<file path="src/rtl/cmp_minmax_ctrl.sv">
// ============================================================================
// cmp_minmax_ctrl
// ----------------------------------------------------------------------------
// Streams a burst of signed W-bit samples through a single subtract-based
// comparator and keeps a running minimum and maximum of the burst.
//
// The comparator computes D = X - Y and derives the flags Z (D == 0),
// N (sign of D) and V (signed overflow of X - Y). It is shared in time:
// in CMP_MIN it compares the sample against the current minimum, and in
// CMP_MAX against the current maximum. Ordering uses N^V, so the result
// stays correct even when the subtraction overflows.
//
// Ports:
//   clk          in   single clock, rising edge
//   rst_n        in   asynchronous active-low reset
//   start_i      in   begin a burst (only looked at in IDLE)
//   len_i        in   burst length, captured together with start_i
//   in_valid_i   in   source presents a sample
//   in_ready_o   out  block takes a sample this cycle (ACCEPT only)
//   in_data_i    in   signed sample
//   busy_o       out  high in every state except IDLE
//   done_o       out  one-cycle pulse, results valid in that cycle
//   min_out_o    out  running / final minimum
//   max_out_o    out  running / final maximum
//   count_out_o  out  samples accepted in the current burst
//   ovf_seen_o   out  sticky: some comparison in this burst overflowed
// ============================================================================
module cmp_minmax_ctrl #(
    parameter int W     = 4,
    parameter int CNT_W = 4
) (
    input  logic             clk,
    input  logic             rst_n,
    input  logic             start_i,
    input  logic [CNT_W-1:0] len_i,
    input  logic             in_valid_i,
    output logic             in_ready_o,
    input  logic [W-1:0]     in_data_i,
    output logic             busy_o,
    output logic             done_o,
    output logic [W-1:0]     min_out_o,
    output logic [W-1:0]     max_out_o,
    output logic [CNT_W-1:0] count_out_o,
    output logic             ovf_seen_o
);

    typedef enum logic [2:0] {
        S_IDLE    = 3'd0,
        S_ACCEPT  = 3'd1,
        S_CMP_MIN = 3'd2,
        S_CMP_MAX = 3'd3,
        S_DONE    = 3'd4
    } state_t;

    state_t state_q, state_d;

    logic [CNT_W-1:0] len_q,    len_d;
    logic [CNT_W-1:0] cnt_q,    cnt_d;
    logic [W-1:0]     sample_q, sample_d;
    logic [W-1:0]     min_q,    min_d;
    logic [W-1:0]     max_q,    max_d;
    logic             ovf_q,    ovf_d;

    // Handshake only exists while in ACCEPT.
    logic hs;
    assign hs = (state_q == S_ACCEPT) && in_valid_i;

    // ------------------------------------------------------------------
    // Shared comparator: X is always the held sample, Y is selected by
    // which comparison phase we are in.
    // ------------------------------------------------------------------
    logic [W-1:0] cmp_x;
    logic [W-1:0] cmp_y;
    logic [W-1:0] cmp_d;
    logic         cmp_z;
    logic         cmp_n;
    logic         cmp_v;
    logic         cmp_lt;
    logic         cmp_gt;

    assign cmp_x = sample_q;
    assign cmp_y = (state_q == S_CMP_MAX) ? max_q : min_q;
    assign cmp_d = cmp_x - cmp_y;
    assign cmp_z = (cmp_d == '0);
    assign cmp_n = cmp_d[W-1];
    // Subtraction overflows when the operands differ in sign and the
    // result's sign differs from the minuend's sign.
    assign cmp_v = (cmp_x[W-1] != cmp_y[W-1]) && (cmp_d[W-1] != cmp_x[W-1]);
    assign cmp_lt = cmp_n ^ cmp_v;
    assign cmp_gt = !(cmp_n ^ cmp_v) && !cmp_z;

    // ------------------------------------------------------------------
    // FSM process 1: state register
    // ------------------------------------------------------------------
    always_ff @(posedge clk or negedge rst_n) begin
        if (!rst_n) begin
            state_q <= S_IDLE;
        end else begin
            state_q <= state_d;
        end
    end

    // ------------------------------------------------------------------
    // FSM process 2: next-state logic
    // ------------------------------------------------------------------
    always_comb begin
        state_d = state_q;
        case (state_q)
            S_IDLE: begin
                if (start_i) begin
                    state_d = (len_i == '0) ? S_DONE : S_ACCEPT;
                end
            end
            S_ACCEPT: begin
                if (hs) begin
                    if (cnt_q == '0) begin
                        // First sample only seeds min/max; no compare needed.
                        state_d = (len_q == CNT_W'(1)) ? S_DONE : S_ACCEPT;
                    end else begin
                        state_d = S_CMP_MIN;
                    end
                end
            end
            S_CMP_MIN: begin
                state_d = S_CMP_MAX;
            end
            S_CMP_MAX: begin
                // cnt_q already includes the sample just compared.
                state_d = (cnt_q == len_q) ? S_DONE : S_ACCEPT;
            end
            S_DONE: begin
                state_d = S_IDLE;
            end
            default: begin
                state_d = S_IDLE;
            end
        endcase
    end

    // ------------------------------------------------------------------
    // FSM process 3: outputs decoded from state
    // ------------------------------------------------------------------
    always_comb begin
        in_ready_o = 1'b0;
        busy_o     = 1'b1;
        done_o     = 1'b0;
        case (state_q)
            S_IDLE:   busy_o     = 1'b0;
            S_ACCEPT: in_ready_o = 1'b1;
            S_DONE:   done_o     = 1'b1;
            default:  ;
        endcase
    end

    // ------------------------------------------------------------------
    // Datapath next-state
    // ------------------------------------------------------------------
    always_comb begin
        len_d    = len_q;
        cnt_d    = cnt_q;
        sample_d = sample_q;
        min_d    = min_q;
        max_d    = max_q;
        ovf_d    = ovf_q;
        case (state_q)
            S_IDLE: begin
                if (start_i) begin
                    len_d = len_i;
                    cnt_d = '0;
                    min_d = '0;
                    max_d = '0;
                    ovf_d = 1'b0;
                end
            end
            S_ACCEPT: begin
                if (hs) begin
                    sample_d = in_data_i;
                    cnt_d    = cnt_q + CNT_W'(1);
                    if (cnt_q == '0) begin
                        min_d = in_data_i;
                        max_d = in_data_i;
                    end
                end
            end
            S_CMP_MIN: begin
                if (cmp_lt) begin
                    min_d = sample_q;
                end
                ovf_d = ovf_q | cmp_v;
            end
            S_CMP_MAX: begin
                if (cmp_gt) begin
                    max_d = sample_q;
                end
                ovf_d = ovf_q | cmp_v;
            end
            default: ;
        endcase
    end

    // ------------------------------------------------------------------
    // Datapath registers
    // ------------------------------------------------------------------
    always_ff @(posedge clk or negedge rst_n) begin
        if (!rst_n) begin
            len_q    <= '0;
            cnt_q    <= '0;
            sample_q <= '0;
            min_q    <= '0;
            max_q    <= '0;
            ovf_q    <= 1'b0;
        end else begin
            len_q    <= len_d;
            cnt_q    <= cnt_d;
            sample_q <= sample_d;
            min_q    <= min_d;
            max_q    <= max_d;
            ovf_q    <= ovf_d;
        end
    end

    assign min_out_o   = min_q;
    assign max_out_o   = max_q;
    assign count_out_o = cnt_q;
    assign ovf_seen_o  = ovf_q;

endmodule

</file>
<file path="config.mk">
export PLATFORM = sky130hd
export DESIGN_NAME = cmp_minmax_ctrl
export DESIGN_NICKNAME = d
export VERILOG_FILES = /design/src/rtl/cmp_minmax_ctrl.sv
export SDC_FILE = /design/constraint.sdc
export NUM_CORES = 1
export LEC_CHECK = 0
export ABC_AREA = 0
export CAP_MARGIN = 0
export CORE_MARGIN = 5
export CORE_UTILIZATION = 45
export DETAILED_ROUTE_END_ITERATION = 8
export PLACE_DENSITY = 0.71
export SYNTH_ARGS = -nofsm -noshare
export SYNTH_HDL_FRONTEND = slang
export SYNTH_SLANG_ARGS = --single-unit
export TNS_END_PERCENT = 20
</file>
<file path="constraint.sdc">
create_clock -name clk -period 5.4 [get_ports clk]
set_input_delay 1.08 -clock clk [delete_from_list [all_inputs] [get_ports clk]]
set_output_delay 1.08 -clock clk [all_outputs]
set_load 0.02 [all_outputs]
</file>
==> results.md <==
* **TritonCTS clock tree** done
* **Final Wtd Congestion** 0.7990
* **Syn Nets** 157
* **number of synthesized register bits** 24
* **initial antenna violation count** 0
* **post-DR wirelength/cell** 16.04 um
* **number of distinct standard cells referenced by the synthesized netlist** 39
* **unrepaired setup endpoints after global routing** no
* **worst r2r path cells** 10
* **DRC Markers** 0
* **CTS hold repair buffers** 0
* **Min Hold Slack** 0.5353 ns
* **Fin. Hold Viols** 0
* **power density relative to cell area** 617.3 nW/um^2
* **clock transition at the registers of the reported paths** 0.14 ns
* **number of nets at the end of the flow** 186
* **Max Slew Vio Count** 0
* **count of warnings emitted by yosys** 0
* **minimum clock period** 3.443 ns
* **run status** complete, no violations
* **launching point of the worst reg2reg path** state_q[0]
* **family of cells with the greatest summed delay on the critical path** compound AO/OA/AOI/OAI gates
* **overall die area** 4507 um^2
* **Req. time, crit path** 5.63 ns
* **root buffer cell** sky130_fd_sc_hd__clkbuf_4
* **worst-case register-to-register setup slack** 1.96 ns
* **number of global-route vias before repair** 1126
* **cell area after synthesis** 1469 um^2
* **TritonCTS Sinks** 24
* **Core Footprint** 3103 um^2
* **global-route wire length before repair** 5.554 mm
* **half-perimeter wire length after detailed placement** 2.618 mm
* **die height** 67.14 um
* **clock latency at the later pin of the worst-skew pair** 0.33 ns
* **share of Yosys cell area claimed by the top area cell type** 40.89%
* **Buffers & Inverters on Critical Path** 0
* **Hold Path Cell Cnt** 1
* **sequential cell area** 600.6 um^2
* **Initial Util** 47.34%
* **Row Count** 20
* **maximum fanout count along the critical path** 15
* **delay of the slowest critical-path stage** 0.64 ns
* **antenna diode instance count** 0
* **Worst Hold Path EP** cmp_x[3]
* **share of final-layout standard cells stronger than drive strength 1** 16.87%
* **number of instances in the synthesized netlist** 138
* **sequential-to-total area share from yosys stat** 40.89%
* **final setup vio count** 0
* **area growth from synthesis to final layout** 24.87%
* **signal arrival time at the worst endpoint** 3.68 ns
* **IO Count** 28
* **number of buffers added by the clock tree synthesis step** 3
* **top cell type by total area after synthesis** sky130_fd_sc_hd__dfrtp_1
* **number of DRC markers in iteration 0** 44
* **hold path startpoint** cmp_x[3]
* **final antenna-violating net count** 0
* **number of maximum-capacitance constraint violations** 0
* **LEAKAGE** 0.7958 nW
* **Vias/cell** 5.429
* **type of element launching the critical path** flip-flop
* **kind of end point of the critical path** flip-flop
* **Setup Skew** 0.01072 ns
* **floorplan die width** 67.14 um
* **average instance area after synthesis** 10.64 um^2
* **Filler cells** 288
* **placed cells** 206
* **GRT Residual Overflow** 0
* **relative max-transition margin** 27.42%
* **share of the clock period used by the worst path after layout** 63.76%
* **maximum clock rate** 0.2905 GHz
* **Detailed Route WL** 3.369 mm
* **Post CTS Setup Buffer Count** 0
* **Slew @ Worst Pin** 1.085 ns
* **worst min-delay path category** flip-flop to flip-flop
* **setup TNS after final layout** 0 ns
* **worst-path cell with the longest stage delay** sky130_fd_sc_hd__dfrtp_1
* **Total GRT Usage** 16.27%
* **number of buffers between clock root and the deepest sink** 2
* **Critical Setup Path Class** flip-flop to flip-flop
* **end of the worst register-to-register path** max_out_o[3]
* **I/O Buffers** 27
* **maximum vdd drop** 0.0002601 V
* **biggest area contributors in the synthesized netlist** sky130_fd_sc_hd__dfrtp_1 41%, sky130_fd_sc_hd__mux2_2 11%, sky130_fd_sc_hd__ha_1 4.3%
* **critical path, cell by cell** nand3b_1 > mux2i_1 > ha_1 > nor2b_1 > o21ai_0 > nand2b_1 > fa_1 > o31ai_1 > a31oi_4 > mux2_1
* **largest net degree at the start of global routing** 25
* **routed vias** 1140
* **H-tree depth** 1
* **number of gates given a new drive strength after cts** 0
* **filler-free cell count of the finished design** 210
* **area of combinational cells with multiple inputs** 818.3 um^2
* **number of search-and-repair iterations in the first detailed-routing pass** 4
[kinds of logic (layout without fill, tap and decap cells)]
group / after synthesis / count (layout) / share of synthesized area [%]
buf+inv: 12 / 40 / 3.407
flops: 24 / 24 / 40.89
fa+ha+maj: 7 / 7 / 6.985
mux: 19 / 19 / 14.40
simple gates: 44 / 44 / 17.80
xor+xnor: 6 / 6 / 3.577
compound gates: 26 / 26 / 12.95
[cell usage after synthesis (all sizes together)]
cell type and count:
o22ai 1, a211oi 1, or2 1, nor2 7, nor3 1, dfrtp 24, o21ai 8, o22a 1
and3 1, ha 5, or4 1, or3b 1, fa 2, nand2b 3, xor2 4, mux2i 2
mux2 17, nand2 12, a31oi 1, xnor2 2, a22o 5, nand3 4, nor3b 3, nor4b 1
buf 4, nand3b 2, or3 3, nor2b 2, a21oi 5, nand4 1, o31ai 2, inv 8
o2bb2ai 1, or4b 1, o221ai 1
[worst max path at each step]
| stage | startpoint | endpoint | slack [ns] | cells past startpoint |
|---|---|---|---|---|
| final | state_q[0] | max_out_o[3] | 1.96 | 10 |
| after detailed placement | state_q[0] | max_out_o[3] | 2.00 | 10 |
| after global routing | state_q[0] | max_out_o[3] | 1.72 | 10 |
| after floorplan | state_q[2] | max_out_o[1] | 2.39 | 11 |
| after global placement | state_q[0] | max_out_o[1] | 2.11 | 10 |
| after CTS | state_q[0] | max_out_o[3] | 1.95 | 10 |
[flip-flops by register name (all words and copies together), names as in the netlist]
name         cells
min_out_o        4
count_out_o      4
cmp_x            4
max_out_o        4
ovf_seen_o       1
state_q          3
len_q            4
[cell usage in the layout (no fill, tap or decap), types with 5 or more instances in the layout]
master / n
sky130_fd_sc_hd__clkdlybuf4s50_1: 27
sky130_fd_sc_hd__nand2_1: 12
sky130_fd_sc_hd__a22o_1: 5
sky130_fd_sc_hd__nor2_1: 7
sky130_fd_sc_hd__a21oi_1: 5
sky130_fd_sc_hd__mux2_2: 15
sky130_fd_sc_hd__o21ai_0: 8
sky130_fd_sc_hd__inv_1: 8
sky130_fd_sc_hd__ha_1: 5
sky130_fd_sc_hd__dfrtp_1: 24
[power breakdown]
| group | internal [W] | switching, W | total, W |
|---|---|---|---|
| clock network | 0.0000751 | 0.0000586 | 0.000134 |
| registers | 0.000257 | 0.0000996 | 0.000356 |
| logic | 0.000330 | 0.000312 | 0.000642 |
| total | 0.000662 | 0.000470 | 0.00113 |
[metrics by stage]
step	utilization, %	instance area [um^2]	total power, W	setup WS [ns]
after floorplan	-	1469	0.0007889	2.393
after global placement	57.42	1782	0.0009874	2.110
after detailed placement	57.42	1782	0.001003	2.002
after CTS	59.11	1834	0.001140	1.952
after global routing	59.11	1834	0.001219	1.716
final	59.11	1834	0.001132	1.957
[final cells by class]
cell class,count,area share [%]
multi-input cells,102,44.61
clock inverters,1,1.637
repair buffers,28,15.14
clock buffers,3,1.228
inverters,8,1.637
well taps,44,3.001
flip-flops and latches,24,32.74
[metal layers]
layer	global-route usage, %	share of wire, %	vias up	wire, um
met1	21.07	46	563	1564
met5	0	0	-	0
li1	-	-	549	-
met2	26.99	48	23	1612
met4	3.797	0.92	0	31
met3	4.493	4.8	5	161
Power figures use the tool's default switching activity.
